[src/rtl/mem_arb_pkg.sv]
// Shared definitions for the memory arbiter.
// Holds the response-owner encoding, the default geometry of the SRAM port
// and the fetch starvation limit, and a helper that sizes the starvation
// counter.
package mem_arb_pkg;

    localparam int ADDR_W_DEFAULT    = 12;
    localparam int DATA_W_DEFAULT    = 32;
    localparam int FETCH_GAP_DEFAULT = 4;

    // Who owns the single outstanding read response.
    typedef enum logic [1:0] {
        OWN_NONE = 2'b00,
        OWN_IF   = 2'b01,
        OWN_D    = 2'b10
    } owner_e;

    // Width needed to count 0..gap inclusive; never narrower than one bit.
    function automatic int cnt_width(input int gap);
        return (gap < 1) ? 1 : $clog2(gap + 1);
    endfunction

endpackage

[src/rtl/mem_arb_sel.sv]
// Priority / starvation selection for the memory arbiter.
// The data port normally wins a conflict; after FETCH_GAP consecutive data
// grants made while the fetch port is waiting, the fetch port wins once.
//
// Ports:
//   clk, rst_n  - clock, asynchronous active-low reset
//   if_req      - fetch port request
//   d_req       - data port request
//   if_gnt      - fetch port selected this cycle (not gated by reset)
//   d_gnt       - data port selected this cycle (not gated by reset)
module mem_arb_sel
    import mem_arb_pkg::*;
#(
    parameter int FETCH_GAP = FETCH_GAP_DEFAULT
) (
    input  logic clk,
    input  logic rst_n,
    input  logic if_req,
    input  logic d_req,
    output logic if_gnt,
    output logic d_gnt
);

    localparam int                CNT_W   = cnt_width(FETCH_GAP);
    localparam logic [CNT_W-1:0]  GAP_MAX = CNT_W'(FETCH_GAP);

    logic [CNT_W-1:0] starve_cnt;
    logic [CNT_W-1:0] starve_cnt_nxt;
    logic             fetch_turn;

    // NOTE: every signal written here gets a default before any branch, so
    // no path leaves a value unassigned and no latch is inferred.
    always_comb begin
        fetch_turn     = (starve_cnt == GAP_MAX);
        if_gnt         = if_req && (!d_req || fetch_turn);
        d_gnt          = d_req && !if_gnt;
        starve_cnt_nxt = starve_cnt;

        // The counter only measures an unbroken wait of the fetch port.
        if (!if_req || if_gnt) begin
            starve_cnt_nxt = '0;
        end else if (d_gnt && !fetch_turn) begin
            starve_cnt_nxt = starve_cnt + CNT_W'(1);
        end
    end

    // NOTE: state registers use non-blocking assignments so every flop
    // samples pre-edge values regardless of process evaluation order.
    always_ff @(posedge clk or negedge rst_n) begin
        if (!rst_n) begin
            starve_cnt <= '0;
        end else begin
            starve_cnt <= starve_cnt_nxt;
        end
    end

endmodule

[src/rtl/mem_arbiter.sv]
// Two-port arbiter in front of a single-port synchronous SRAM.
// A fetch (read-only) port and a data (load/store) port share the SRAM;
// at most one is granted per cycle. Reads return one cycle after the grant
// through a one-entry response register that remembers the owner.
//
// Ports:
//   clk, rst_n                     - clock, asynchronous active-low reset
//   if_req, if_addr, if_flush      - fetch request, address, response cancel
//   if_gnt, if_rvalid, if_rdata    - fetch grant and read response
//   d_req, d_we, d_addr, d_wdata   - data request, store flag, address, data
//   d_gnt, d_rvalid, d_rdata       - data grant and load response
//   sram_address, sram_data,
//   sram_wren                      - SRAM command (combinational)
//   sram_q                         - registered SRAM read data
module mem_arbiter
    import mem_arb_pkg::*;
#(
    parameter int ADDR_W    = ADDR_W_DEFAULT,
    parameter int DATA_W    = DATA_W_DEFAULT,
    parameter int FETCH_GAP = FETCH_GAP_DEFAULT
) (
    input  logic              clk,
    input  logic              rst_n,
    input  logic              if_req,
    input  logic [ADDR_W-1:0] if_addr,
    input  logic              if_flush,
    output logic              if_gnt,
    output logic              if_rvalid,
    output logic [DATA_W-1:0] if_rdata,
    input  logic              d_req,
    input  logic              d_we,
    input  logic [ADDR_W-1:0] d_addr,
    input  logic [DATA_W-1:0] d_wdata,
    output logic              d_gnt,
    output logic              d_rvalid,
    output logic [DATA_W-1:0] d_rdata,
    output logic [ADDR_W-1:0] sram_address,
    output logic [DATA_W-1:0] sram_data,
    output logic              sram_wren,
    input  logic [DATA_W-1:0] sram_q
);

    logic   sel_if;
    logic   sel_d;
    owner_e owner_q;
    owner_e owner_nxt;

    mem_arb_sel #(
        .FETCH_GAP (FETCH_GAP)
    ) u_sel (
        .clk    (clk),
        .rst_n  (rst_n),
        .if_req (if_req),
        .d_req  (d_req),
        .if_gnt (sel_if),
        .d_gnt  (sel_d)
    );

    // A fetch granted under flush still uses the SRAM, but its response is
    // never recorded. Stores record nothing.
    always_comb begin
        owner_nxt = OWN_NONE;
        if (sel_if && !if_flush) begin
            owner_nxt = OWN_IF;
        end else if (sel_d && !d_we) begin
            owner_nxt = OWN_D;
        end
    end

    always_ff @(posedge clk or negedge rst_n) begin
        if (!rst_n) begin
            owner_q <= OWN_NONE;
        end else begin
            owner_q <= owner_nxt;
        end
    end

    // NOTE: reset gates the grants only on the way to the ports; the raw
    // grants feed the flops, so rst_n never enters a flop's data path while
    // the outputs still drop to zero the moment reset asserts.
    always_comb begin
        if_gnt       = rst_n && sel_if;
        d_gnt        = rst_n && sel_d;
        sram_wren    = d_gnt && d_we;
        sram_address = '0;
        if (if_gnt) begin
            sram_address = if_addr;
        end else if (d_gnt) begin
            sram_address = d_addr;
        end
        sram_data    = sram_wren ? d_wdata : '0;

        // The flush in the response cycle also kills a fetch already recorded.
        if_rvalid    = (owner_q == OWN_IF) && !if_flush;
        d_rvalid     = (owner_q == OWN_D);
        if_rdata     = if_rvalid ? sram_q : '0;
        d_rdata      = d_rvalid  ? sram_q : '0;
    end

endmodule

[config.mk]
export PLATFORM = sky130hd
export DESIGN_NAME = mem_arbiter
export DESIGN_NICKNAME = d
export VERILOG_FILES = /design/src/rtl/mem_arb_pkg.sv /design/src/rtl/mem_arb_sel.sv /design/src/rtl/mem_arbiter.sv
export SDC_FILE = /design/constraint.sdc
export NUM_CORES = 1
export LEC_CHECK = 0
export ABC_AREA = 1
export CAP_MARGIN = 20
export CORE_AREA = 2 2 80 82
export CTS_CLUSTER_DIAMETER = 150
export CTS_CLUSTER_SIZE = 40
export DETAILED_ROUTE_END_ITERATION = 8
export DIE_AREA = 0 0 82 84
export MAX_ROUTING_LAYER = met4
export PLACE_DENSITY_LB_ADDON = 0.25
export SLEW_MARGIN = 40
export SYNTH_ARGS = -nofsm -noshare
export SYNTH_HDL_FRONTEND = slang
export SYNTH_HIERARCHICAL = 1
export SYNTH_SLANG_ARGS = --single-unit
export TNS_END_PERCENT = 50
[constraint.sdc]
create_clock -name clk -period 4.8 [get_ports clk]
set_input_delay 0.96 -clock clk [delete_from_list [all_inputs] [get_ports clk]]
set_output_delay 0.96 -clock clk [all_outputs]
set_load 0.01 [all_outputs]
## Word level (Yosys, flattened, before mapping)

Index checks and enable logic that the tools add are counted.

- Register bits: 5
- Input port bits: 94
- Logic and storage cells: 33

- Add/subtract/negate cells: 1
- Equality and inequality tests: 3
- Multiplexer cells: 9
- Reductions and logical operators: 18

Operators by type and width:

| kind | number |
|---|---|
| 32-bit two-way mux | 3 |
| 12-bit two-way mux | 2 |
| 1-bit logical AND | 9 |
| 1-bit zero test | 6 |
| 3-bit two-way mux | 2 |
| 2-bit two-way mux | 2 |
| 3-bit by 1-bit adder with 3-bit output, second input constant | 1 |
| 3-bit equality test, second input constant | 1 |
| 2-bit by 1-bit equality test with 1-bit output, second input constant | 1 |
| 2-bit equality test, second input constant | 1 |
| 1-bit logical OR | 2 |
| 2-bit nonzero test | 1 |

## Logic depth before layout (Yosys ltp)

Gate-level depths: netlist of run 1.

- Word-level depth: 8
- Mapped depth: 9
- Depth with buffers taken out: 8

## Hierarchy

The synthesis of run 1 kept the hierarchy.

Modules (own cells, without submodules):

| module | instances | cells each | area an instance (sq um) | sequential area each (sq um) |
|---|---|---|---|---|
| mem_arbiter | 1 | 251 | 1136.1 | 50.0 |
| mem_arb_sel | 1 | 21 | 176.4 | 75.1 |

## Worst setup path after synthesis of run 1

OpenSTA, ideal clock, no wires.

- Path type: in2out
- From: input port if_req
- To: output port sram_address[0]
- Arrival: 1.674 ns
- Required time: 3.840 ns
- Setup slack: 2.166 ns
- Cell stages on the path: 7
- Path buffers: 1
- Path through: inv_1 a21oi_1 nand2_1 inv_2 buf_6 nand2_1 nand2_1

RTL lines:

| what | RTL line | text |
|---|---|---|
| start: declaration | mem_arbiter.sv:24 | `input logic if_req,` |
| 1-bit logical AND | mem_arb_sel.sv:35 | `if_gnt = if_req && (!d_req \|\| fetch_turn);` |
| via sel_if | mem_arbiter.sv:43 | `logic sel_if;` |
| 1-bit logical AND | mem_arbiter.sv:82 | `if_gnt = rst_n && sel_if;` |
| via if_gnt | mem_arbiter.sv:27 | `output logic if_gnt,` |
| 12-bit two-way mux | mem_arbiter.sv:86 | `if (if_gnt) begin` |
| end: declaration | mem_arbiter.sv:37 | `output logic [ADDR_W-1:0] sram_address,` |

The timed path passes the listed nets, and every way through them passes these cells.

## Final worst setup path of run 1

- From: input port rst_n
- To: output port sram_data[28]

- Cells in the longest elaborated chain, start to end: 3

RTL lines:

| what | RTL line | text |
|---|---|---|
| start: declaration | mem_arbiter.sv:23 | `input logic rst_n,` |
| 1-bit logical AND | mem_arbiter.sv:83 | `d_gnt = rst_n && sel_d;` |
| 1-bit logical AND | mem_arbiter.sv:84 | `sram_wren = d_gnt && d_we;` |
| 32-bit two-way mux | mem_arbiter.sv:91 | `sram_data = sram_wren ? d_wdata : '0;` |
| end: declaration | mem_arbiter.sv:38 | `output logic [DATA_W-1:0] sram_data,` |

Every way passes these cells.

==> results of run 1 <==
-- worst max path at each step --
stage | startpoint | endpoint | slack [ns]
final | rst_n | sram_data[28] | 0.79
after CTS | rst_n | sram_data[28] | 0.77
after global placement | rst_n | sram_data[2] | 0.86
after floorplan | if_req | sram_address[0] | 2.17
after detailed placement | rst_n | sram_data[28] | 0.76
after global routing | rst_n | sram_data[21] | 0.55
-- metal layers --
layer / global-route usage / part of all wire
met2: 0.282 / 0.51
met3: 0.0281 / 0.096
met5: - / 0
met4: 0.0409 / 0.012
met1: 0.152 / 0.38
-- cell families after synthesis --
logic type | synth area share
compound gates | 0.00953
fa+ha+maj | 0.0191
buf+inv | 0.341
flops | 0.0953
simple gates | 0.535
-- worst max-delay path: stages --
cell	delay, ns
clkdlybuf4s50_1	0.68
nand3_2	0.54
nor2_1	0.28
clkdlybuf4s50_1	0.58
-- cell type report --
| class | instances | area share |
|---|---|---|
| inverter | 91 | 0.100 |
| clock buffer | 4 | 0.0132 |
| multi-input combinational | 164 | 0.216 |
| sequential | 5 | 0.0366 |
| timing repair buffer | 207 | 0.606 |
| tap | 77 | 0.0282 |
-- metrics by stage --
step                cell area, sq um  setup slack (ns)  instances   util
floorplan                       1310              2.17        272      -
detailed placement              3370             0.764        544  0.553
finish                          3420             0.788        548  0.561
global route                    3420             0.548        548  0.561
CTS                             3420             0.771        548  0.561
global placement                3370             0.860        544  0.553
-- cells in the final DEF (no fill, tap or decap), drive strengths merged --
cell,synthesis,routed
a21oi,1,1
buf,12,1
clkbuf,0,4
clkdlybuf4s50,0,206
dfrtp,5,5
ha,2,2
inv,91,91
nand2,43,43
nand3,3,3
nor2,114,114
o21a,1,1
-- state kept, by name (all words and copies together), names as in the netlist --
| signal | flops |
|---|---|
| u_sel/starve_cnt | 3 |
| owner_q | 2 |
-- power by group through the flow --
stage / logic [mW] / registers (mW) / clock network [mW]
after floorplan: 0.0764 / 0.0452 / 0
after global placement: 0.209 / 0.0455 / 0
after detailed placement: 0.211 / 0.0455 / 0
after CTS: 0.212 / 0.0451 / 0.0783
after global routing: 0.228 / 0.0452 / 0.0842
final: 0.210 / 0.0450 / 0.0761
==> results.json, run 1 <==
{
  "cts_hold_buf": 0,
  "drt-total-wl_um": 5440,
  "drt_pass1_iterations": 4,
  "fin_crit_sh": 0.836,
  "fin_crit_ns": 4.01,
  "whs_ns": 0.480,
  "grt_pass1_vias": 1856,
  "grt_max_degree": 34,
  "worst_ep_arrival_time_ns": 3.05,
  "start_util": 0.215,
  "seq_power_share": 0.136,
  "p_sw_frac": 0.303,
  "comb_power_share": 0.634,
  "holdPathStages": 1,
  "insertion_delay_ns": 0.22,
  "drive_gt1_frac": 0.0913,
  "nets": 568,
  "setup_viol_count_final": 0,
  "numPortBuffers": 206,
  "p_switching_mw": 0.100,
  "p_clk_frac": 0.230,
  "multi_input_area_sq_um": 739,
  "synth_area_leaders": "inv_1 (25%), nor2_1 (23%), nor2_2 (15%)",
  "worst_slew_pin_slew_ns": 0.831,
  "maxSlewHeadroom": 0.445,
  "die_x_um": 82,
  "vias": 2046,
  "status": "finished, final reports clean",
  "endpoint_kind": "output port",
  "ys_types": 14,
  "postCtsSetupRepairBufs": 0,
  "num_antenna_cells": 0,
  "rows": 29,
  "r2r-end": "owner_q[1]",
  "regArea_sq_um": 125,
  "fill_cells": 581,
  "die_area_sq_um": 6890,
  "clock_tree.buffer_depth": 2,
  "root_buffer": "clkbuf_8",
  "peakVddDrop_uv": 56.8,
  "slew_viol_final": 0,
  "syn_nets": 368,
  "cap_violations": 0,
  "drc": 0,
  "synth_area_sq_um": 1310,
  "hp-start": "u_sel/starve_cnt[0]",
  "rsz0062_at_grt": "no",
  "synth-edff-count": 0,
  "ios": 207,
  "hold_end": "u_sel/starve_cnt[0]",
  "cts.repair.resized": 0,
  "viasPerCell": 3.73,
  "yosys_warnings": 6,
  "syn_to_final_growth_pct": 160,
  "syn_area_per_cell_sq_um": 4.83,
  "grt_pass1_wl_um": 8240,
  "reg2reg_slack_ns": 3.41,
  "async_reset_ff_frac": 1.00,
  "netlist_top_cells_count": "inv_1 (88), nor2_1 (82), nand2_1 (42)",
  "finalSetupTns_ns": 0,
  "seq_area_frac_synth": 0.0953,
  "cts_sinks": 5,
  "clkTransAtPathRegs_ns": 0.04,
  "yosysTopAreaCellShare": 0.252,
  "synth-main-ff-cell": "dfrtp_1",
  "drtAntennaViolNets": 0,
  "timing.rr.start": "u_sel/starve_cnt[0]",
  "drt-wirelength-per-cell_um": 9.93,
  "hold_viol": 0,
  "synth_most_common_cell": "inv_1",
  "overflow": 0,
  "cts_inserted_buffers": 3,
  "fin_skew_ns": 0.00314,
  "antenna_found_initial": 0,
  "fmax_mhz": 249,
  "cellInternalPower_mw": 0.231,
  "total_power_mw": 0.331,
  "core-area_sq_um": 6100,
  "drt-initial-drc-count": 73,
  "fp.dieH_um": 84,
  "startpoint_type": "primary input",
  "yosys.area.top_type": "inv_1",
  "p_per_area_nw_per_um2": 96.8,
  "track_usage": 0.149,
  "path_class": "primary input to output port",
  "critPathMaxFanout": 33,
  "hold_class": "flip-flop to flip-flop",
  "synthCells": 272,
  "place_congestion": 0.831,
  "ys_ff_latch": 5,
  "power_leakage_nw": 1.70,
  "r2r_cells": 8,
  "h-tree-depth": 1,
  "cp_data_required_time_ns": 3.84,
  "cts_tree": "done",
  "dp_hpwl_um": 4660
}
Note: power is estimated with default switching activity, not from simulation.
==> run 2, diff against run 1 <==
CORE_AREA = unset   (was 2 2 80 82)
CORE_MARGIN = 2   (was unset)
CORE_UTILIZATION = 21   (was unset)
DIE_AREA = unset   (was 0 0 82 84)
clock period = 3.46 ns   (was 4.8 ns; I/O delays follow)
==> results.json, run 2 (synthesized netlist as in run 1, its figures left out) <==
{
  "cap_violations": 0,
  "die_x_um": 83.1,
  "seq_power_share": 0.134,
  "hold_viol": 0,
  "multi_input_area_sq_um": 739,
  "cts.repair.resized": 0,
  "cts_tree": "done",
  "slowest_stage": "clkdlybuf4s50_1",
  "drt-total-wl_um": 5330,
  "core-area_sq_um": 5990,
  "p_switching_mw": 0.140,
  "mostFrequentLayoutCell": "clkdlybuf4s50_1",
  "place_congestion": 0.820,
  "finalSetupTns_ns": 0,
  "root_buffer": "clkbuf_8",
  "overflow": 0,
  "comb_power_share": 0.636,
  "cts_hold_buf": 0,
  "postCtsSetupRepairBufs": 0,
  "fmax_mhz": 325,
  "cts_inserted_buffers": 3,
  "drt_pass1_iterations": 4,
  "setup_viol_count_final": 0,
  "cp.depth": 8,
  "critical-path-top-delay-family": "buffers and inverters",
  "drt-initial-drc-count": 57,
  "power_leakage_nw": 1.73,
  "endpoint_kind": "output port",
  "drtAntennaViolNets": 0,
  "p_sw_frac": 0.302,
  "cellInternalPower_mw": 0.324,
  "die_area_sq_um": 6900,
  "start_util": 0.219,
  "clkTransAtPathRegs_ns": 0.03,
  "final_cell_mix": "clkdlybuf4s50_1 (206), inv_1 (88), nor2_1 (82)",
  "hold_class": "flip-flop to flip-flop",
  "drt-wirelength-per-cell_um": 9.69,
  "cp_cell_sequence": "clkdlybuf4s50_1 > inv_1 > a21oi_1 > nand2_1 > inv_2 > nand2_1 > nand2_1 > clkdlybuf4s50_1",
  "drc": 0,
  "startpoint_type": "primary input",
  "dp_hpwl_um": 4670,
  "cp_data_required_time_ns": 2.77,
  "viasPerCell": 3.79,
  "path_buf_inv": 4,
  "grt_pass1_vias": 1942,
  "fp.dieH_um": 83.1,
  "worst_ep_arrival_time_ns": 2.39,
  "slew_viol_final": 0,
  "fin_crit_sh": 0.889,
  "clock_tree.buffer_depth": 2,
  "largest_register_ffs": 3,
  "crit_top_cell": "nand2_1",
  "regArea_sq_um": 125,
  "largestRegisters": "u_sel/starve_cnt: 3 flops, owner_q: 2 flops",
  "utilization": 0.579,
  "cpPeakStageDelay_ns": 0.53,
  "r2r_cells": 8,
  "grt_pass1_wl_um": 8600,
  "p_clk_frac": 0.229,
  "nets": 572,
  "cts_sinks": 5,
  "status": "finished, final reports clean",
  "peakVddDrop_uv": 68.1,
  "track_usage": 0.151,
  "path_class": "primary input to output port",
  "holdPathStages": 1,
  "syn_to_final_growth_pct": 164,
  "h-tree-depth": 1,
  "vias": 2087,
  "fill_cells": 570,
  "numPortBuffers": 206,
  "grt_max_degree": 34,
  "fin_skew_ns": 0.000292,
  "num_antenna_cells": 0,
  "worst_slew_pin_slew_ns": 0.497,
  "drive_gt1_frac": 0.0989,
  "rsz0062_at_grt": "no",
  "insertion_delay_ns": 0.22,
  "total_power_mw": 0.464,
  "fin_crit_ns": 3.08,
  "rows": 28,
  "regMostFlops": "u_sel/starve_cnt",
  "critPathMaxFanout": 13,
  "p_per_area_nw_per_um2": 134,
  "antenna_found_initial": 0,
  "maxSlewHeadroom": 0.668,
  "ios": 207
}
## run 2: per-stage QoR
stage	setup WS, ns	instances	hold slack, ns	instance area, sq um
after CTS	0.371	550	0.468	3470
after floorplan	1.36	272	0.396	1310
final	0.383	550	0.461	3470
after global placement	0.407	546	0.452	3420
after global routing	0.231	550	0.498	3470
after detailed placement	0.377	546	0.464	3420
## run 2: power by group through the flow
stage	combinational (mW)	clock, mW	sequential (mW)
after detailed placement	0.297	0	0.0631
after global routing	0.322	0.114	0.0627
after CTS	0.299	0.110	0.0624
after global placement	0.294	0	0.0629
final	0.295	0.106	0.0623
after floorplan	0.106	0	0.0628
## run 2: final timing paths
kind	startpoint	endpoint	slack, ns
max	if_req	sram_address[5]	0.38
min reg2reg	u_sel/starve_cnt[0]	u_sel/starve_cnt[0]	0.46
min	u_sel/starve_cnt[0]	u_sel/starve_cnt[0]	0.46
max in group asynchronous	rst_n	owner_q[1]	2.47
min in group asynchronous	rst_n	u_sel/starve_cnt[0]	0.74
max reg2reg	u_sel/starve_cnt[0]	owner_q[1]	2.05
## run 2: cell type report
cell class              instances  share of cell area
clock buffers                   4              0.0130
inverters                      91              0.0984
multi-input cells             164               0.213
flip-flops and latches          5              0.0361
well taps                      75              0.0270
repair buffers                211               0.612
## run 2: metal layers
metal  vias to the layer above  part of all wire  track usage
met5                         -                 0            -
met4                         0            0.0094       0.0522
met3                         4             0.088       0.0268
met2                       116              0.51        0.284
met1                       842              0.39        0.156
li1                       1125                 -            -
==> run 3, diff against run 2 <==
SLEW_MARGIN = unset   (was 40)
==> results of run 3 <==
Same layout as run 2: the final DEF is identical, and so are final timing and power.
